$ cat src/rtl/icache_fill_ctrl_if.sv
// Hit-check, memory-adaptor and array-update signals of the icache line-fill controller.
// The master modport belongs to the controller and the slave modport to its environment.
// The early_valid/early_rdata pair exists only when ICACHE_FILL_EARLY_RESTART_EN is defined.
interface icache_fill_ctrl_if #(
   parameter int unsigned s_index  = 5,
   parameter int unsigned s_offset = 5
);
   localparam int unsigned s_tag = 32 - s_index - s_offset;

   // Hit-check stage side
   logic               miss_req;
   logic [31:0]        miss_addr;
   logic               miss_way;
   logic               busy;
   logic               fill_done;

   // Physical-memory adaptor side
   logic               burst_read;
   logic [31:0]        burst_addr;
   logic               burst_resp;
   logic [63:0]        burst_rdata;

   // Data/tag/valid/LRU array side
   logic               arr_load;
   logic               arr_way;
   logic [s_index-1:0] arr_windex;
   logic [255:0]       arr_line;
   logic [s_tag-1:0]   arr_tag;
   logic               lru_load;
   logic               lru_data;

`ifdef ICACHE_FILL_EARLY_RESTART_EN
   logic               early_valid;
   logic [31:0]        early_rdata;

   modport master (
      input  miss_req, miss_addr, miss_way, burst_resp, burst_rdata,
      output busy, fill_done, burst_read, burst_addr,
      output arr_load, arr_way, arr_windex, arr_line, arr_tag, lru_load, lru_data,
      output early_valid, early_rdata
   );

   modport slave (
      output miss_req, miss_addr, miss_way, burst_resp, burst_rdata,
      input  busy, fill_done, burst_read, burst_addr,
      input  arr_load, arr_way, arr_windex, arr_line, arr_tag, lru_load, lru_data,
      input  early_valid, early_rdata
   );
`else
   modport master (
      input  miss_req, miss_addr, miss_way, burst_resp, burst_rdata,
      output busy, fill_done, burst_read, burst_addr,
      output arr_load, arr_way, arr_windex, arr_line, arr_tag, lru_load, lru_data
   );

   modport slave (
      output miss_req, miss_addr, miss_way, burst_resp, burst_rdata,
      input  busy, fill_done, burst_read, burst_addr,
      input  arr_load, arr_way, arr_windex, arr_line, arr_tag, lru_load, lru_data
   );
`endif

endinterface

$ cat src/rtl/icache_fill_ctrl.sv
// Miss handling and 4 x 64-bit line fill for the 2-way instruction cache.
// Optional critical-word early restart is built when ICACHE_FILL_EARLY_RESTART_EN is defined.
module icache_fill_ctrl #(
   parameter int unsigned s_index  = 5,
   parameter int unsigned s_offset = 5
) (
   input  logic                 clk,
   input  logic                 rst,
   icache_fill_ctrl_if.master   fill
);

   localparam int unsigned s_tag   = 32 - s_index - s_offset;
   localparam int unsigned laddr_w = 32 - s_offset;
   localparam int unsigned beat_w  = 64;
   localparam int unsigned n_beats = 4;
   localparam int unsigned cnt_w   = 2;
   localparam int unsigned line_w  = beat_w * n_beats;

   typedef enum logic [1:0] {
      IDLE  = 2'd0,
      REQ   = 2'd1,
      WRITE = 2'd2,
      DONE  = 2'd3
   } state_e;

   state_e               state_q, state_d;
   logic [cnt_w-1:0]     cnt_q, cnt_d;
   logic [line_w-1:0]    line_q, line_d;
   logic [laddr_w-1:0]   laddr_q, laddr_d;
   logic                 way_q, way_d;

   logic                 busy_q, busy_d;
   logic                 burst_read_q, burst_read_d;
   logic                 arr_load_q, arr_load_d;
   logic                 lru_load_q, lru_load_d;
   logic                 lru_data_q, lru_data_d;
   logic                 fill_done_q, fill_done_d;

`ifdef ICACHE_FILL_EARLY_RESTART_EN
   logic [cnt_w-1:0]     crit_beat_q, crit_beat_d;
   logic                 crit_word_q, crit_word_d;
   logic                 early_valid_q, early_valid_d;
   logic [31:0]          early_rdata_q, early_rdata_d;
`endif

   // State, buffer and output registers; reset drops any partial line.
   always_ff @(posedge clk or posedge rst) begin
      if (rst) begin
         state_q       <= IDLE;
         cnt_q         <= '0;
         line_q        <= '0;
         laddr_q       <= '0;
         way_q         <= 1'b0;
         busy_q        <= 1'b0;
         burst_read_q  <= 1'b0;
         arr_load_q    <= 1'b0;
         lru_load_q    <= 1'b0;
         lru_data_q    <= 1'b0;
         fill_done_q   <= 1'b0;
`ifdef ICACHE_FILL_EARLY_RESTART_EN
         crit_beat_q   <= '0;
         crit_word_q   <= 1'b0;
         early_valid_q <= 1'b0;
         early_rdata_q <= '0;
`endif
      end else begin
         state_q       <= state_d;
         cnt_q         <= cnt_d;
         line_q        <= line_d;
         laddr_q       <= laddr_d;
         way_q         <= way_d;
         busy_q        <= busy_d;
         burst_read_q  <= burst_read_d;
         arr_load_q    <= arr_load_d;
         lru_load_q    <= lru_load_d;
         lru_data_q    <= lru_data_d;
         fill_done_q   <= fill_done_d;
`ifdef ICACHE_FILL_EARLY_RESTART_EN
         crit_beat_q   <= crit_beat_d;
         crit_word_q   <= crit_word_d;
         early_valid_q <= early_valid_d;
         early_rdata_q <= early_rdata_d;
`endif
      end
   end

   // Next state plus next values of every registered output.
   always_comb begin
      state_d     = state_q;
      cnt_d       = cnt_q;
      line_d      = line_q;
      laddr_d     = laddr_q;
      way_d       = way_q;
      lru_data_d  = lru_data_q;
`ifdef ICACHE_FILL_EARLY_RESTART_EN
      crit_beat_d   = crit_beat_q;
      crit_word_d   = crit_word_q;
      early_valid_d = 1'b0;
      early_rdata_d = early_rdata_q;
`endif

      case (state_q)
         IDLE: begin
            if (fill.miss_req) begin
               laddr_d = fill.miss_addr[31:s_offset];
               way_d   = fill.miss_way;
`ifdef ICACHE_FILL_EARLY_RESTART_EN
               crit_beat_d = fill.miss_addr[4:3];
               crit_word_d = fill.miss_addr[2];
`endif
               state_d = REQ;
            end
         end
         REQ: begin
            if (fill.burst_resp) begin
               line_d[32'(cnt_q) * beat_w +: beat_w] = fill.burst_rdata;
               cnt_d = cnt_q + cnt_w'(1);
`ifdef ICACHE_FILL_EARLY_RESTART_EN
               if (cnt_q == crit_beat_q) begin
                  early_valid_d = 1'b1;
                  early_rdata_d = crit_word_q ? fill.burst_rdata[63:32]
                                              : fill.burst_rdata[31:0];
               end
`endif
               if (cnt_q == cnt_w'(n_beats - 1)) begin
                  state_d = WRITE;
               end
            end
         end
         WRITE: begin
            state_d = DONE;
         end
         DONE: begin
            state_d = IDLE;
         end
         default: begin
            state_d = IDLE;
         end
      endcase

      // Strobes follow the state being entered so they are flop outputs.
      busy_d       = (state_d != IDLE);
      burst_read_d = (state_d == REQ);
      arr_load_d   = (state_d == WRITE);
      lru_load_d   = (state_d == WRITE);
      fill_done_d  = (state_d == DONE);
      if (state_d == WRITE) begin
         lru_data_d = ~way_q;
      end
   end

   assign fill.busy        = busy_q;
   assign fill.fill_done   = fill_done_q;
   assign fill.burst_read  = burst_read_q;
   assign fill.burst_addr  = {laddr_q, s_offset'(0)};
   assign fill.arr_load    = arr_load_q;
   assign fill.arr_way     = way_q;
   assign fill.arr_windex  = laddr_q[s_index-1:0];
   assign fill.arr_tag     = laddr_q[laddr_w-1:s_index];
   assign fill.arr_line    = line_q;
   assign fill.lru_load    = lru_load_q;
   assign fill.lru_data    = lru_data_q;
`ifdef ICACHE_FILL_EARLY_RESTART_EN
   assign fill.early_valid = early_valid_q;
   assign fill.early_rdata = early_rdata_q;
`endif

   logic unused_tag_w;
   assign unused_tag_w = (s_tag == 0);

endmodule

$ cat src/flat_wrapper.sv
// flat-port wrapper written by rule: the top's interface ports become plain ports
module icache_fill_ctrl_flat 
#(
   parameter int unsigned s_index  = 5,
   parameter int unsigned s_offset = 5
)
  (clk, rst, fill_miss_req, fill_miss_addr, fill_miss_way, fill_burst_resp, fill_burst_rdata, fill_busy, fill_fill_done, fill_burst_read, fill_burst_addr, fill_arr_load, fill_arr_way, fill_arr_windex, fill_arr_line, fill_arr_tag, fill_lru_load, fill_lru_data);
  icache_fill_ctrl_if #(.s_index(s_index), .s_offset(s_offset)) fill_i ();
  input  logic clk;
  input  logic rst;
  input wire logic [$bits(fill_i.miss_req)-1:0] fill_miss_req;
  input wire logic [$bits(fill_i.miss_addr)-1:0] fill_miss_addr;
  input wire logic [$bits(fill_i.miss_way)-1:0] fill_miss_way;
  input wire logic [$bits(fill_i.burst_resp)-1:0] fill_burst_resp;
  input wire logic [$bits(fill_i.burst_rdata)-1:0] fill_burst_rdata;
  output wire logic [$bits(fill_i.busy)-1:0] fill_busy;
  output wire logic [$bits(fill_i.fill_done)-1:0] fill_fill_done;
  output wire logic [$bits(fill_i.burst_read)-1:0] fill_burst_read;
  output wire logic [$bits(fill_i.burst_addr)-1:0] fill_burst_addr;
  output wire logic [$bits(fill_i.arr_load)-1:0] fill_arr_load;
  output wire logic [$bits(fill_i.arr_way)-1:0] fill_arr_way;
  output wire logic [$bits(fill_i.arr_windex)-1:0] fill_arr_windex;
  output wire logic [$bits(fill_i.arr_line)-1:0] fill_arr_line;
  output wire logic [$bits(fill_i.arr_tag)-1:0] fill_arr_tag;
  output wire logic [$bits(fill_i.lru_load)-1:0] fill_lru_load;
  output wire logic [$bits(fill_i.lru_data)-1:0] fill_lru_data;
  assign fill_i.miss_req = fill_miss_req;
  assign fill_i.miss_addr = fill_miss_addr;
  assign fill_i.miss_way = fill_miss_way;
  assign fill_i.burst_resp = fill_burst_resp;
  assign fill_i.burst_rdata = fill_burst_rdata;
  assign fill_busy = fill_i.busy;
  assign fill_fill_done = fill_i.fill_done;
  assign fill_burst_read = fill_i.burst_read;
  assign fill_burst_addr = fill_i.burst_addr;
  assign fill_arr_load = fill_i.arr_load;
  assign fill_arr_way = fill_i.arr_way;
  assign fill_arr_windex = fill_i.arr_windex;
  assign fill_arr_line = fill_i.arr_line;
  assign fill_arr_tag = fill_i.arr_tag;
  assign fill_lru_load = fill_i.lru_load;
  assign fill_lru_data = fill_i.lru_data;
  icache_fill_ctrl #(.s_index(s_index), .s_offset(s_offset)) u_core (.clk(clk), .rst(rst), .fill(fill_i));
endmodule
$ cat config.mk
export PLATFORM = sky130hd
export DESIGN_NAME = icache_fill_ctrl_flat
export DESIGN_NICKNAME = d
export VERILOG_FILES = /design/src/rtl/icache_fill_ctrl_if.sv /design/src/rtl/icache_fill_ctrl.sv /design/src/flat_wrapper.sv
export SDC_FILE = /design/constraint.sdc
export NUM_CORES = 1
export LEC_CHECK = 0
export ABC_AREA = 1
export CAP_MARGIN = 25
export CORE_MARGIN = 10
export CORE_UTILIZATION = 30
export DETAILED_ROUTE_END_ITERATION = 7
export PLACE_DENSITY = 0.6
export SYNTH_ARGS = -nofsm -noshare
export SYNTH_HDL_FRONTEND = slang
export SYNTH_SLANG_ARGS = --single-unit
$ cat constraint.sdc
create_clock -name clk -period 31.5 [get_ports clk]
set_input_delay 7.875 -clock clk [delete_from_list [all_inputs] [get_ports clk]]
set_output_delay 7.875 -clock clk [all_outputs]
set_load 0.03 [all_outputs]
Word-level counts from Yosys, hierarchy flattened

Cells that the tools add are included.
W data, S select, Z words.

Equality and inequality tests: 7
Reduce and logical (&&, ||, !) cells: 4
Shift operators: 2
$add $sub $neg: 2
Bitwise operators: 1
Muxes and demuxes: 5

Operators by type and width:

| kind                        | count |
|---|---|
| $bwmux W256                 | 1 |
| $shift A64 B34 Y256 const A | 1 |
| $shiftx A64 B34 Y256        | 1 |
| $neg A8 Y34                 | 1 |
| $eq A2 B2 Y1 const B        | 5 |
| $pmux W2 S4                 | 1 |
| $mux W2                     | 3 |
| $eq A2 B1 Y1 const B        | 2 |
| $reduce_and A2 Y1           | 2 |
| $add A2 B1 Y2 const B       | 1 |
| $logic_not A2 Y1            | 1 |
| $reduce_bool A2 Y1          | 1 |
| $not A1 Y1                  | 1 |

Output and inout port bits: 322
Bits in registers: 293
Word-level logic and storage cells: 31

Depth between registers and ports, before layout

Gate-level depths: netlist (run 1).

Word-level depth: 5
Gate-level depth with buffers: 9
Gate-level depth less buffers: 7

Least setup slack after synthesis (run 1)

No wires, ideal clock.

Path type: input-to-reg
From: input fill_burst_resp
To: register u_core.line_q[249], in the netlist u_core.fill.arr_line[249]
Cell stages on the path: 6
Arrival: 8.704 ns
Required time: 31.435 ns
Buffers on the path: 2
Library setup time: 0.065 ns
Path slack: 22.731 ns
Cell sequence: buf_6 nand3_4 nor2_8 buf_6 nand2_1 nand2_1

Cells in the longest elaborated chain, start to end: 1

Ends and longest elaborated chain:

| element                     | RTL line               | RTL |
|---|---|---|
| start: declaration          | flat_wrapper.sv:14     | `input wire logic [$bits(fill_i.burst_resp)-1:0] fill_burst_resp;` |
| $reduce_and A2 Y1 (no line) | n/a                    |  |
| end signal: assignment      | icache_fill_ctrl.sv:69 | `line_q <= line_d;` |
| end: declaration            | icache_fill_ctrl.sv:28 | `logic [line_w-1:0] line_q, line_d;` |

Every way passes these cells.
A chain may end at the register's enable or synchronous reset.

==> results.json, run 1 <==
{
  "status": "completed",
  "die-area_mm2": 0.0548,
  "min-delay-start": "u_core.fill.arr_line[148]",
  "worstPathArrival_ps": 10630,
  "cpMaxStageDelayCell": "buf_4",
  "rrSetupSlack_ps": 26280,
  "clockRootBuffer": "clkbuf_16",
  "hold_viol": 0,
  "ios": 423,
  "grt_max_degree": 90,
  "worstHoldPathCells": 2,
  "grt.total_usage_pct": 18.5,
  "overflow": 0,
  "worst_pin_slew_ps": 997,
  "grt_pass1_wl_mm": 78.1,
  "die_x_um": 234,
  "ys_seq_area_share_pct": 53.3,
  "yosys-top-cells-area": "dfrtp_1 53%, nand2_1 25%, nor2_1 7.0%",
  "hp-class": "reg -> reg",
  "rows": 78,
  "leakagePower_uw": 0.00960,
  "yosys_warnings": 0,
  "clk_pin_slew_worst_paths_ps": 60,
  "drtIter0Drc": 950,
  "insertion_delay_ps": 540,
  "maxCapViolCount": 0,
  "path_cells": "clkdlybuf4s50_1 > inv_8 > buf_4 > buf_4",
  "powerDensity_mw_per_mm2": 110,
  "wl_per_cell_um": 19.0,
  "synthesis.area_mm2": 0.0138,
  "viasPerCell": 4.59,
  "regArea_mm2": 0.00734,
  "cts_buffer_depth": 3,
  "drc": 0,
  "routed_wl_mm": 51.9,
  "critPathMaxFanout": 89,
  "critical_path_class": "in -> async",
  "cp-start-kind": "primary input",
  "synth.top_cell.area_share_pct": 53.3,
  "htreeDepth": 2,
  "fin_setup_tns_ps": 0,
  "finalNetCount": 2214,
  "cts_tree": "built",
  "cts_resized": 0,
  "slew-limit-headroom_pct": 33.5,
  "cts_setup_buffers": 0,
  "hpwl_mm": 33.5,
  "n_fill_cell": 4579,
  "cp_data_required_time_ps": 32030,
  "cts_buffers": 36,
  "path_common_cell": "buf_4",
  "syn_avg_cell_area_um2": 7.72,
  "setup_violations": 0,
  "slowest_delay_ps": 830,
  "clkSinkCount": 293,
  "vdd_drop_max_v": 0.000137,
  "ys_types": 20,
  "port_buffers": 412,
  "coreArea_mm2": 0.0454,
  "firstDrtPassIters": 5,
  "synth_seq_cells": 293,
  "start_util_pct": 30.3,
  "cts_hold_buf": 0,
  "area_growth_pct": 38.7,
  "drive_above_1_share_pct": 4.27,
  "mostFrequentLayoutCells": "931 x nand2_1, 412 x clkdlybuf4s50_1, 292 x dfrtp_1",
  "drv_slew": 0,
  "critPathCaptureType": "asynchronous set/reset pin",
  "final_common_cell": "nand2_1",
  "grt_pass1_vias": 12717,
  "max_freq_mhz": 99.1,
  "synthCells": 1782,
  "yosysTopAreaCell": "dfrtp_1",
  "post-route-period-util_pct": 32.0,
  "r2r.worst_path.cells": 8,
  "post-route-min-period_ps": 10090,
  "post-route-util_pct": 42.1,
  "gp_congestion": 0.804,
  "grt_antenna_before_repair": 2,
  "fin_skew_ps": 15.3,
  "num_vias": 12551,
  "r2r_end": "u_core.fill.arr_line[28]",
  "multi_input_area_mm2": 0.00529,
  "fp.dieH_um": 234,
  "antenna_left": 0,
  "r2r-start": "u_core.cnt_q[0]",
  "holdPathEnd": "u_core.fill.arr_line[148]",
  "rsz0062_at_grt": "no"
}
[logic make-up after synthesis]
family | after synthesis | synth area share, %
adder cells (fa/ha/maj) | 6 | 0.545
XOR/XNOR | 1 | 0.0637
buffers and inverters | 183 | 8.74
other | 1 | 0.0272
AND/OR/NAND/NOR | 1266 | 36.2
flip-flops | 293 | 53.3
AO/OA/AOI/OAI | 32 | 1.16
[routing by layer]
layer	track usage, %	up-vias	part of all wire (%)
met2	29.9	489	47
met3	6.44	65	10
li1	-	6009	-
met1	22.5	5986	41
met4	6.15	2	2.1
met5	0	-	0.019
[stage by stage]
step,std cells,instance area [µm²],hold WS [ps],setup WS [ps],power (µW)
after floorplan,1786,13800,525,15530,1240
after global placement,2663,17700,463,20750,1650
after detailed placement,2663,17700,464,20710,1660
after CTS,2725,19000,481,21300,2110
after global routing,2732,19100,495,20990,2220
final,2732,19100,475,21410,2090
[state kept, by name (all words and copies together) (netlist names)]
name                    flops
u_core.fill.arr_line      256
u_core.fill.burst_read      1
u_core.laddr_q             27
u_core.cnt_q                2
u_core.fill.arr_load        1
u_core.fill.arr_way         1
u_core.fill.fill_done       1
u_core.fill.lru_data        1
u_core.fill.busy            1
u_core.state_q              2
[critical path, delay by kind of cell]
kind / cells / cell delay [ps]
buffers and inverters: 4 / 2570
[Yosys cell counts]
master and instances:
nand2_1 933, dfrtp_1 293, nor2_1 255, nand3_1 65, buf_6 49, inv_1 39
clkbuf_1 37, buf_4 34, o21ai_0 32, buf_2 16, ha_1 6, buf_1 5
nand3_4 5, nor2_8 4, inv_2 3, nor3_1 2, conb_1 1, nand4_1 1
nor2_4 1, xor2_1 1
[area by class of cell]
cell class                      count  share of cell area [%]
Antenna cell                        1                  0.0131
Clock buffer                       49                    5.51
Clock inverter                     13                    1.04
Inverter                           42                   0.885
Multi-Input combinational cell   1310                    27.7
Sequential cell                   293                    38.4
Tap cell                          600                    3.93
Timing Repair Buffer              424                    22.5
[worst max-delay path by stage]
stage | start | to | cells past startpoint
final | rst | u_core.fill.arr_line[128] | 4
after global routing | rst | u_core.fill.arr_line[93] | 4
after CTS | rst | u_core.fill.arr_line[212] | 4
after detailed placement | rst | u_core.fill.arr_line[80] | 4
after global placement | rst | u_core.fill.arr_line[206] | 4
after floorplan | rst | u_core.cnt_q[0] | 1
[power by group]
group	internal [µW]	leakage, µW	total, µW	switching, µW
registers	493	0.00397	594	101
clock network	274	0.000613	441	167
logic	345	0.00502	1060	714
total	1110	0.00960	2090	982
No activity file was read; power rests on OpenSTA's default activity.
==> inputs of run 2 (changes only) <==
Settings changed: PLACE_DENSITY 0.6 to 0.62.
Clock period 31.5 ns to 8.8 ns, I/O delays scaled along.
==> results.json, run 2 (synthesis results as in run 1) <==
{
  "status": "completed",
  "critical_path_class": "reg -> reg",
  "num_vias": 12542,
  "coreArea_mm2": 0.0454,
  "final_area_mm2": 0.0190,
  "vdd_drop_max_v": 0.000245,
  "overflow": 0,
  "area_growth_pct": 38.2,
  "antenna_left": 0,
  "fin_skew_ps": 20.0,
  "place_area_mm2": 0.0178,
  "cts_hold_buf": 0,
  "setup_violations": 0,
  "worst_pin_slew_ps": 1040,
  "routed_wl_mm": 52.7,
  "mostFrequentLayoutCells": "931 x nand2_1, 412 x clkdlybuf4s50_1, 292 x dfrtp_1",
  "die_x_um": 234,
  "insertion_delay_ps": 540,
  "drive_above_1_share_pct": 4.13,
  "worstPathArrival_ps": 5180,
  "port_buffers": 412,
  "hpwl_mm": 34.3,
  "place_inst": 2665,
  "fp.dieH_um": 234,
  "wl_per_cell_um": 19.3,
  "hold_viol": 0,
  "post-route-util_pct": 41.9,
  "cts_buffers": 36,
  "grt_antenna_before_repair": 2,
  "r2r-start": "u_core.cnt_q[0]",
  "clockRootBuffer": "clkbuf_16",
  "cts_setup_buffers": 0,
  "cts_tree": "built",
  "swShare_pct": 47.5,
  "critPathCaptureType": "flop",
  "cp-start-kind": "flop",
  "leakagePower_uw": 0.00956,
  "grt_pass1_wl_mm": 78.6,
  "grt_pass1_vias": 12784,
  "gp_congestion": 0.814,
  "slew-limit-headroom_pct": 30.6,
  "die-area_mm2": 0.0548,
  "firstDrtPassIters": 5,
  "rsz0062_at_grt": "no",
  "viasPerCell": 4.59,
  "seqPwrFrac_pct": 28.6,
  "worstSetupStartpoint": "u_core.cnt_q[0]",
  "internal_power_uw": 3890,
  "powerDensity_mw_per_mm2": 389,
  "cts_buffer_depth": 3,
  "fin_setup_tns_ps": 0,
  "cts_resized": 0,
  "drv_slew": 0,
  "start_util_pct": 30.3,
  "power.switching_uw": 3510,
  "max_freq_mhz": 210,
  "drtIter0Drc": 879,
  "final_common_cell": "nand2_1",
  "largest_reg_flops": 256,
  "finalNetCount": 2214,
  "clkSinkCount": 293,
  "critPathMaxFanout": 68,
  "hp-class": "reg -> reg",
  "cpMaxStageDelayCell": "dfrtp_4",
  "combinationalPowerShare_pct": 51.3,
  "min-delay-start": "u_core.fill.arr_line[140]",
  "clk_pin_slew_worst_paths_ps": 60,
  "clockPowerShare_pct": 20.0,
  "htreeDepth": 2,
  "post-route-min-period_ps": 4760,
  "maxCapViolCount": 0,
  "grt.total_usage_pct": 18.6,
  "final_cells": 2732,
  "post-route-period-util_pct": 54.1,
  "drc": 0,
  "slowest_delay_ps": 1050,
  "path_cells": "inv_1 > ha_4 > clkinv_2 > nand2_4 > nor2_1 > nand2_1 > nand2_1",
  "grt_max_degree": 157,
  "cp_data_required_time_ps": 9210,
  "fin_hold_ws_ps": 474,
  "ios": 423,
  "rows": 78,
  "path_common_cell": "nand2_1"
}
run 2: worst max-delay path: cells and delay by family, from the launching register on:
| kind | cells | cell delay [ps] |
|---|---|---|
| simple gates | 4 | 1180 |
| buf+inv | 2 | 1290 |
| fa+ha+maj | 1 | 1010 |
| flops | 1 | 1050 |
run 2: final timing paths:
kind | slack [ps] | cells after the start | to
min | 470 | 2 | u_core.fill.arr_line[140]
max | 4040 | 7 | u_core.fill.arr_line[21]
max reg2reg | 4040 | 7 | u_core.fill.arr_line[21]
min in group asynchronous | 2290 | 3 | u_core.fill.arr_line[44]
max in group asynchronous | 5010 | 4 | u_core.fill.arr_line[200]
min reg2reg | 470 | 2 | u_core.fill.arr_line[140]
run 2: layout make-up:
type	instances	area, µm²
fill	4568	26400
sequential	293	7340
multi-input combinational	1310	5280
timing repair buffer	424	4320
clock buffer	50	1040
tap	600	751
inverter	42	165
clock inverter	12	118
antenna	1	2.50
run 2: routing by layer:
| layer | up-vias | global-route usage (%) | part of all wire (%) | wire length, µm |
|---|---|---|---|---|
| met5 | - | 0 | 0.032 | 17 |
| met3 | 71 | 6.90 | 11 | 5560 |
| li1 | 5984 | - | - | - |
| met4 | 2 | 6.15 | 2.5 | 1330 |
| met1 | 6000 | 22.7 | 40 | 21300 |
| met2 | 485 | 30.0 | 46 | 24500 |
run 2: through the flow:
| step | power, µW | worst slack [ps] |
|---|---|---|
| after floorplan | 4430 | 2710 |
| after global placement | 5930 | 3980 |
| after detailed placement | 5970 | 3970 |
| after CTS | 7500 | 3930 |
| after global routing | 7850 | 3700 |
| final | 7400 | 4040 |
run 2: power groups by stage:
stage	combinational (µW)	sequential [µW]	clock (µW)
finish	3800	2120	1480
global route	4100	2170	1580
CTS	3860	2120	1520
detailed placement	3840	2130	0
global placement	3810	2120	0
floorplan	1610	2820	0
